### src/rtl/fnd_pkg.sv
// ---------------------------------------------------------------------------
// fnd_pkg -- shared constants and helpers for the 7-segment scan decoder.
//
// Contents:
//   SEG_*      active-low segment patterns {dp,g,f,e,d,c,b,a}
//   CODE_*     glyph codes reported on the digits output
//   AN_*       active-low anode one-hot patterns (bit0 = ones digit)
//   glyph_t    result of the segment lookup (code, undecodable, chase step)
//   helpers    anode classification, anode-to-slot, frame-to-binary
// ---------------------------------------------------------------------------
package fnd_pkg;

    // Numeric glyphs 0..9, indexed by the digit value.
    localparam logic [7:0] SEG_DIGIT [10] = '{
        8'hC0, 8'hF9, 8'hA4, 8'hB0, 8'h99,
        8'h92, 8'h82, 8'hF8, 8'h80, 8'h90
    };

    // Non-numeric glyphs that make up the marker frame.
    localparam logic [7:0] SEG_C    = 8'hC6;   // "C"
    localparam logic [7:0] SEG_EQ   = 8'hF6;   // top + bottom bars
    localparam logic [7:0] SEG_RBRK = 8'hF0;   // reversed "C"
    localparam logic [7:0] SEG_BLANK = 8'hFF;

    // Single lit segment a..f: the steps of a chase animation.
    localparam logic [7:0] SEG_ANIM [6] = '{
        8'hFE, 8'hFD, 8'hFB, 8'hF7, 8'hEF, 8'hDF
    };

    localparam logic [3:0] CODE_C    = 4'd12;
    localparam logic [3:0] CODE_EQ   = 4'd13;
    localparam logic [3:0] CODE_RBRK = 4'd15;
    localparam logic [3:0] CODE_BAD  = 4'hF;

    localparam logic [15:0] MARKER_DIGITS = {CODE_C, CODE_EQ, CODE_EQ, CODE_RBRK};
    localparam logic [13:0] MARKER_VALUE  = 14'd11111;

    localparam logic [3:0] AN_D1     = 4'b1110;
    localparam logic [3:0] AN_D10    = 4'b1101;
    localparam logic [3:0] AN_D100   = 4'b1011;
    localparam logic [3:0] AN_D1000  = 4'b0111;
    localparam logic [3:0] AN_BLANK  = 4'b1111;

    typedef struct packed {
        logic [3:0] code;
        logic       bad;
        logic       anim;
    } glyph_t;

    typedef enum logic [1:0] {
        AN_IDLE,     // no digit driven
        AN_SINGLE,   // exactly one digit driven
        AN_MULTI     // several digits driven at once: wiring/scan fault
    } an_class_e;

    function automatic an_class_e classify_an(input logic [3:0] an);
        if (an == AN_BLANK) begin
            return AN_IDLE;
        end else if ($onehot(~an)) begin
            return AN_SINGLE;
        end else begin
            return AN_MULTI;
        end
    endfunction

    function automatic logic [1:0] an_to_slot(input logic [3:0] an);
        case (an)
            AN_D10:   return 2'd1;
            AN_D100:  return 2'd2;
            AN_D1000: return 2'd3;
            default:  return 2'd0;
        endcase
    endfunction

    // d[3] is the thousands digit; every field is known to be 0..9 here.
    function automatic logic [13:0] frame_to_bin(input logic [3:0][3:0] d);
        return 14'(d[3]) * 14'd1000 + 14'(d[2]) * 14'd100
             + 14'(d[1]) * 14'd10   + 14'(d[0]);
    endfunction

endpackage

### src/rtl/fnd_glyph_decode.sv
// ---------------------------------------------------------------------------
// fnd_glyph_decode -- purely combinational segment-pattern lookup.
//
// Ports:
//   seg   in  8  active-low segment lines {dp,g,f,e,d,c,b,a}
//   glyph out    {code, bad, anim}
//                 digits 0..9 -> code 0..9, C6/F6/F0 -> 12/13/15,
//                 single-segment chase steps -> anim=1,
//                 anything else -> code 4'hF with bad=1
// ---------------------------------------------------------------------------
module fnd_glyph_decode
    import fnd_pkg::*;
(
    input  logic [7:0] seg,
    output glyph_t     glyph
);

    logic [9:0] digit_hit;
    logic [5:0] anim_hit;

    genvar gi;
    generate
        for (gi = 0; gi < 10; gi++) begin : g_digit
            assign digit_hit[gi] = (seg == SEG_DIGIT[gi]);
        end
        for (gi = 0; gi < 6; gi++) begin : g_anim
            assign anim_hit[gi] = (seg == SEG_ANIM[gi]);
        end
    endgenerate

    always_comb begin
        glyph = '{code: CODE_BAD, bad: 1'b1, anim: 1'b0};
        for (int i = 0; i < 10; i++) begin
            if (digit_hit[i]) begin
                glyph.code = 4'(i);
                glyph.bad  = 1'b0;
            end
        end
        case (seg)
            SEG_C:    glyph = '{code: CODE_C,    bad: 1'b0, anim: 1'b0};
            SEG_EQ:   glyph = '{code: CODE_EQ,   bad: 1'b0, anim: 1'b0};
            SEG_RBRK: glyph = '{code: CODE_RBRK, bad: 1'b0, anim: 1'b0};
            default:  ;
        endcase
        // Chase steps carry no digit code; the slot logic never stores them.
        if (|anim_hit) begin
            glyph = '{code: CODE_BAD, bad: 1'b0, anim: 1'b1};
        end
    end

endmodule

### src/rtl/fnd_scan_decoder.sv
// ---------------------------------------------------------------------------
// fnd_scan_decoder -- reconstructs the number shown on a 4-digit multiplexed
// 7-segment display by watching its anode and segment lines.
//
// Parameters:
//   STABLE_CYCLES   consecutive unchanged cycles of {an,seg} before sampling
//   TIMEOUT_CYCLES  cycles without a sample before the frame state is dropped
//
// Ports:
//   clk           in   1   system clock
//   reset_n       in   1   asynchronous active-low reset
//   an            in   4   active-low anodes, bit0 = ones digit
//   seg           in   8   active-low segments {dp,g,f,e,d,c,b,a}
//   value         out  14  binary value of the last good frame
//   digits        out  16  glyph codes of the last complete frame
//   frame_valid   out  1   last frame decodable and no timeout since
//   frame_strobe  out  1   one-cycle pulse per completed frame
//   marker        out  1   last frame was the C == ] marker
//   anim_detect   out  1   single-segment chase seen
//   err_glyph     out  1   sticky undecodable-glyph / multi-anode flag
// ---------------------------------------------------------------------------
module fnd_scan_decoder
    import fnd_pkg::*;
#(
    parameter int STABLE_CYCLES  = 4,
    parameter int TIMEOUT_CYCLES = 1_000_000
) (
    input  logic        clk,
    input  logic        reset_n,
    input  logic [3:0]  an,
    input  logic [7:0]  seg,
    output logic [13:0] value,
    output logic [15:0] digits,
    output logic        frame_valid,
    output logic        frame_strobe,
    output logic        marker,
    output logic        anim_detect,
    output logic        err_glyph
);

    localparam int STAB_W = $clog2(STABLE_CYCLES + 1);
    localparam int TO_W   = $clog2(TIMEOUT_CYCLES + 1);
    localparam logic [STAB_W-1:0] STAB_LAST = STAB_W'(STABLE_CYCLES - 1);
    localparam logic [STAB_W-1:0] STAB_FULL = STAB_W'(STABLE_CYCLES);
    localparam logic [TO_W-1:0]   TO_LAST   = TO_W'(TIMEOUT_CYCLES - 1);

    // ---------------- state ----------------
    logic [11:0]       scan_prev_reg;
    logic [STAB_W-1:0] stab_cnt_reg,  stab_cnt_next;
    logic [TO_W-1:0]   to_cnt_reg,    to_cnt_next;
    logic [3:0][3:0]   slot_code_reg, slot_code_next;
    logic [3:0]        slot_bad_reg,  slot_bad_next;
    logic [3:0]        seen_reg,      seen_next;
    logic [15:0]       digits_reg,    digits_next;
    logic [13:0]       value_reg,     value_next;
    logic              valid_reg,     valid_next;
    logic              strobe_reg,    strobe_next;
    logic              marker_reg,    marker_next;
    logic              anim_reg,      anim_next;
    logic              err_reg,       err_next;

    // ---------------- combinational helpers ----------------
    glyph_t     glyph;
    an_class_e  an_class;
    logic [1:0] slot_idx;
    logic       scan_same;
    logic       sample;
    logic       timeout;
    logic       frame_done;
    logic [3:0] slot_is_num;
    logic       frame_numeric;
    logic       frame_marker;

    fnd_glyph_decode u_glyph (
        .seg   (seg),
        .glyph (glyph)
    );

    assign an_class  = classify_an(an);
    assign slot_idx  = an_to_slot(an);
    assign scan_same = ({an, seg} == scan_prev_reg);
    // Fires exactly when the run of unchanged cycles reaches STABLE_CYCLES;
    // the counter then saturates, so a long steady digit samples only once.
    assign sample    = scan_same && (stab_cnt_reg == STAB_LAST);

    genvar gi;
    generate
        for (gi = 0; gi < 4; gi++) begin : g_slot
            assign slot_is_num[gi] = !slot_bad_reg[gi] && (slot_code_reg[gi] <= 4'd9);
        end
    endgenerate

    assign frame_numeric = &slot_is_num;
    assign frame_marker  = (slot_code_reg == MARKER_DIGITS) && (slot_bad_reg == 4'b0000);
    assign frame_done    = (seen_reg == 4'b1111);

    always_comb begin
        stab_cnt_next  = stab_cnt_reg;
        to_cnt_next    = to_cnt_reg + TO_W'(1);
        slot_code_next = slot_code_reg;
        slot_bad_next  = slot_bad_reg;
        seen_next      = seen_reg;
        digits_next    = digits_reg;
        value_next     = value_reg;
        valid_next     = valid_reg;
        strobe_next    = 1'b0;
        marker_next    = marker_reg;
        anim_next      = anim_reg;
        err_next       = err_reg;
        timeout        = 1'b0;

        // Stability run length.
        if (!scan_same) begin
            stab_cnt_next = '0;
        end else if (stab_cnt_reg != STAB_FULL) begin
            stab_cnt_next = stab_cnt_reg + STAB_W'(1);
        end

        // Idle watchdog; a sample in the same cycle always wins.
        if (sample) begin
            to_cnt_next = '0;
        end else if (to_cnt_reg == TO_LAST) begin
            to_cnt_next = '0;
            timeout     = 1'b1;
        end

        if (timeout) begin
            seen_next  = 4'b0000;
            valid_next = 1'b0;
            anim_next  = 1'b0;
        end

        // Frame completion is evaluated on the registered seen vector, so
        // outputs change one cycle after the fourth slot is filled.
        if (frame_done) begin
            seen_next   = 4'b0000;
            strobe_next = 1'b1;
            digits_next = slot_code_reg;
            if (frame_numeric) begin
                value_next  = frame_to_bin(slot_code_reg);
                valid_next  = 1'b1;
                marker_next = 1'b0;
                anim_next   = 1'b0;
                err_next    = 1'b0;
            end else if (frame_marker) begin
                value_next  = MARKER_VALUE;
                valid_next  = 1'b1;
                marker_next = 1'b1;
                err_next    = 1'b0;
            end else begin
                valid_next  = 1'b0;
                marker_next = 1'b0;
            end
        end

        // Handled last so a sample landing in the completion cycle opens the
        // next frame instead of being wiped by the seen clear above.
        if (sample) begin
            case (an_class)
                AN_MULTI: err_next = 1'b1;
                AN_SINGLE: begin
                    if (glyph.anim) begin
                        anim_next = 1'b1;
                    end else begin
                        slot_code_next[slot_idx] = glyph.code;
                        slot_bad_next[slot_idx]  = glyph.bad;
                        seen_next[slot_idx]      = 1'b1;
                        if (glyph.bad) begin
                            err_next = 1'b1;
                        end
                    end
                end
                default: ;
            endcase
        end
    end

    always_ff @(posedge clk or negedge reset_n) begin
        if (!reset_n) begin
            scan_prev_reg <= {AN_BLANK, SEG_BLANK};
            stab_cnt_reg  <= '0;
            to_cnt_reg    <= '0;
            slot_code_reg <= {4{CODE_BAD}};
            slot_bad_reg  <= 4'b0000;
            seen_reg      <= 4'b0000;
            digits_reg    <= 16'hFFFF;
            value_reg     <= '0;
            valid_reg     <= 1'b0;
            strobe_reg    <= 1'b0;
            marker_reg    <= 1'b0;
            anim_reg      <= 1'b0;
            err_reg       <= 1'b0;
        end else begin
            scan_prev_reg <= {an, seg};
            stab_cnt_reg  <= stab_cnt_next;
            to_cnt_reg    <= to_cnt_next;
            slot_code_reg <= slot_code_next;
            slot_bad_reg  <= slot_bad_next;
            seen_reg      <= seen_next;
            digits_reg    <= digits_next;
            value_reg     <= value_next;
            valid_reg     <= valid_next;
            strobe_reg    <= strobe_next;
            marker_reg    <= marker_next;
            anim_reg      <= anim_next;
            err_reg       <= err_next;
        end
    end

    assign value        = value_reg;
    assign digits       = digits_reg;
    assign frame_valid  = valid_reg;
    assign frame_strobe = strobe_reg;
    assign marker       = marker_reg;
    assign anim_detect  = anim_reg;
    assign err_glyph    = err_reg;

endmodule

### config.mk
export PLATFORM = sky130hd
export DESIGN_NAME = fnd_scan_decoder
export DESIGN_NICKNAME = d
export VERILOG_FILES = /design/src/rtl/fnd_pkg.sv /design/src/rtl/fnd_glyph_decode.sv /design/src/rtl/fnd_scan_decoder.sv
export SDC_FILE = /design/constraint.sdc
export NUM_CORES = 1
export LEC_CHECK = 0
export CAP_MARGIN = 0
export CORE_UTILIZATION = 50
export CTS_CLUSTER_DIAMETER = 60
export DETAILED_ROUTE_END_ITERATION = 10
export PLACE_DENSITY_LB_ADDON = 0.08
export SYNTH_ARGS = -nofsm -noshare
export SYNTH_HDL_FRONTEND = slang
export SYNTH_HIERARCHICAL = 1
export SYNTH_SLANG_ARGS = --single-unit
### constraint.sdc
create_clock -name clk -period 7.4 [get_ports clk]
set_input_delay 0.74 -clock clk [delete_from_list [all_inputs] [get_ports clk]]
set_output_delay 0.74 -clock clk [all_outputs]
set_load 0.02 [all_outputs]
==> results.py <==
metrics = {
    "cells_and_area": {
        "largest_register_ffs": 20,
        "drive_gt1_frac": 0.1505,
        "area_growth_pct": 14.01,
        "num_antenna_cells": 0,
        "fin_area_um2": 6943,
        "finalNetCount": 729,
    },
    "drt": {
        "remaining_drc_errors": 0,
        "wl_met2_mm": 5.899,
        "routedWlPerCell_um": 15.52,
        "wl_met3_um": 401,
        "drt_iter0_markers": 166,
        "routed_wl_mm": 12.12,
        "dr_total_vias": 4241,
        "dr.max_layer_used": "met4",
        "ant_nets": 0,
        "via_per_inst": 5.430,
        "firstDrtPassIters": 4,
        "met1_length_mm": 5.668,
    },
    "placed_design": {
        "placedInstanceArea_um2": 6655,
        "io_buffers": 48,
        "gp_congestion": 0.8419,
        "dp_hpwl_mm": 8.942,
    },
    "floorplanning": {
        "io_pins": 49,
        "row_count": 39,
        "start_util": 0.5222,
        "die-area_um2": 12620,
        "die_x_um": 112.4,
        "die_y_um": 112.4,
        "core_um2": 11660,
    },
    "sta": {
        "setup_violations": 0,
        "clock_skew_ns": 0.01200,
        "period_needed_ns": 4.552,
        "worstMarginPinSlew_ns": 0.7683,
        "setup-tns-final_ns": 0,
        "slew_headroom": 0.4834,
        "fmax_mhz": 219.7,
        "period_share": 0.6151,
        "hold_viol": 0,
        "rsz0062_at_grt": "false",
        "drv_slew": 0,
    },
    "setup_path": {
        "crit_required_ns": 7.63,
        "critPathBufInv": 2,
        "reg2reg_slack_ns": 2.85,
        "timing.critical_path.mode_cell": "ha_1",
        "worst_r2r_startpoint": "slot_code_reg[15]$_DFFE_PN1P_",
        "path_class": "flop to flop",
        "crit_path_end_kind": "flop",
        "cp_top_family": "adder cells",
        "worstReg2RegEnd": "value[13]$_DFFE_PN0P_",
        "worstPathCellList": "fa_1 > inv_1 > fa_1 > inv_1 > ha_1 > nor2b_1 > o21ai_0 > nand2_1 > xnor2_1 > ha_1 > ha_1 > ha_1 > nand3_1 > nand3_1 > o221ai_1 > xor2_1 > xnor2_1 > o22a_1",
        "crit_path_start_kind": "flop",
        "arrival_ns": 4.78,
        "path_max_fanout": 9,
        "slowest_stage": "dfstp_2",
        "rr_worst_depth": 18,
        "slowest_delay_ns": 0.64,
    },
    "global_route": {
        "overflow": 0,
        "grt_pass1_vias": 4208,
        "grtUsageTotal": 0.2067,
        "antenna_found_initial": 0,
        "grt_pass1_wl_mm": 20.38,
        "grt_max_degree": 61,
    },
    "pwr": {
        "vdd.ir_drop.worst_mv": 0.1571,
        "p_leak_nw": 3.301,
        "p_per_area_nw_per_um2": 153.2,
    },
    "yosys": {
        "syn_inst": 589,
        "synth_seq_cells": 94,
        "synth_top_area_share": 0.2055,
        "yosys.area.top_type": "dfrtp_1",
        "netlist_area_um2": 6090,
        "ys_warn_count": 6,
        "ys_seq_area_frac": 0.3953,
        "synth_area_leaders": "dfrtp_1 21%, dfstp_2 19%, ha_1 13%",
        "synthArstFlopShare": 1.000,
        "synth_edf_count": 0,
        "synth.distinct_cells": 61,
        "synth_fp_nets": 685,
        "synthFlopType": "dfrtp_1",
        "avgSynthCellArea_um2": 10.34,
    },
    "clock_tree": {
        "ctsHtreeMaxLevel": 3,
        "cts_buffer_depth": 2,
        "cts_root_buf": "clkbuf_16",
        "cts_resized": 0,
        "clk-insertion-delay-late_ns": 0.35,
        "post_cts_buffers": 0,
        "holdBufCountCts": 0,
        "clk_pin_slew_ns": 0.07,
        "cts_tree": "built",
        "cts_buffers": 9,
        "cts.sinks": 94,
    },
    "outcome": {
        "status": "finished clean",
    },
    "min_path": {
        "hp-class": "primary input to asynchronous set/reset pin",
    },
    "flow_run": {
        "drv_cap": 0,
    },
}
[layer usage]
metal | up-vias | GRT usage
li1 | 2097 | -
met1 | 2060 | 0.2831
met2 | 72 | 0.3329
met3 | 12 | 0.03834
met4 | 0 | 0.06756
met5 | - | 0
[metrics by stage]
stage / total power [mW] / cells / util / worst slack (ns) / hold slack [ns]
5_1_grt: 1.108 / 781 / 0.5953 / 2.498 / 0.3694
3_3_place_gp: 0.6231 / 765 / 0.5706 / 2.970 / 0.4466
2_1_floorplan: 0.5969 / 589 / - / 3.045 / 0.4444
3_5_place_dp: 0.6256 / 765 / 0.5706 / 2.870 / 0.4484
4_1_cts: 1.078 / 781 / 0.5953 / 2.834 / 0.3501
6_report: 1.064 / 781 / 0.5953 / 2.848 / 0.3469
[final cells by class]
class	count	area (µm²)
multi-input cells	421	3362
repair buffers	50	493.0
clock inverters	3	16.27
fillers	1005	4720
inverters	57	214.0
well taps	143	178.9
flip-flops and latches	94	2407
clock buffers	13	271.5
[cells by family (layout without fill, tap and decap cells)]
family / count (synthesis) / in the layout / synth area share
AND/OR/NAND/NOR: 187 / 187 / 0.1601
flip-flops: 94 / 94 / 0.3953
adder cells (fa/ha/maj): 82 / 82 / 0.1907
AO/OA/AOI/OAI: 79 / 79 / 0.08815
buffers and inverters: 74 / 123 / 0.05260
XOR/XNOR: 53 / 53 / 0.07623
multiplexers: 20 / 20 / 0.03698
[Yosys cell counts, types with 2 or more instances]
master,number
buf_4,3
clkbuf_1,9
and2_1,2
a21o_1,6
or2_2,2
nor3b_1,3
nand4_1,9
o22ai_1,3
o21ai_0,17
and3_1,4
nand2_1,58
fa_1,18
dfrtp_1,50
nor2_1,42
nand3b_1,3
nor2b_1,6
o22a_1,9
o2bb2ai_1,4
nor4_2,2
ha_1,64
a31oi_1,5
and3b_1,2
inv_1,57
and3_2,2
mux2_2,20
o31ai_1,2
buf_6,4
xnor2_1,26
nand3_1,24
nor3_1,10
nor4_1,5
a21oi_1,17
dfstp_2,44
xor2_1,27
o211ai_1,3
o21a_1,2
[worst max-delay path by stage]
| stage | start | end | slack (ns) | depth (start not counted) |
|---|---|---|---|---|
| detailed placement | slot_code_reg[15]$_DFFE_PN1P_ | value[13]$_DFFE_PN0P_ | 2.87 | 18 |
| global placement | slot_code_reg[14]$_DFFE_PN1P_ | value[13]$_DFFE_PN0P_ | 2.97 | 18 |
| global route | slot_code_reg[14]$_DFFE_PN1P_ | value[13]$_DFFE_PN0P_ | 2.50 | 18 |
| CTS | slot_code_reg[15]$_DFFE_PN1P_ | value[13]$_DFFE_PN0P_ | 2.83 | 18 |
| finish | slot_code_reg[15]$_DFFE_PN1P_ | value[13]$_DFFE_PN0P_ | 2.85 | 18 |
| floorplan | slot_code_reg[14]$_DFFE_PN1P_ | value[13]$_DFFE_PN0P_ | 3.05 | 19 |
[placed cells by master, fill, tap and decap left out, types with 10 or more instances in the layout]
cell / count
o21ai_0: 17
nand3_1: 24
a21oi_1: 17
nor3_1: 10
dfrtp_1: 50
xnor2_1: 26
nor2_1: 42
mux2_2: 20
inv_1: 57
dfstp_2: 44
fa_1: 18
nand2_1: 58
clkdlybuf4s50_1: 47
clkbuf_16: 10
xor2_1: 27
ha_1: 64
[power breakdown]
group	switching (mW)	total (mW)	internal, mW
clock network	0.190	0.446	0.257
registers	0.0145	0.548	0.534
logic	0.0421	0.0696	0.0274
No activity file was read; power rests on OpenSTA's default activity.
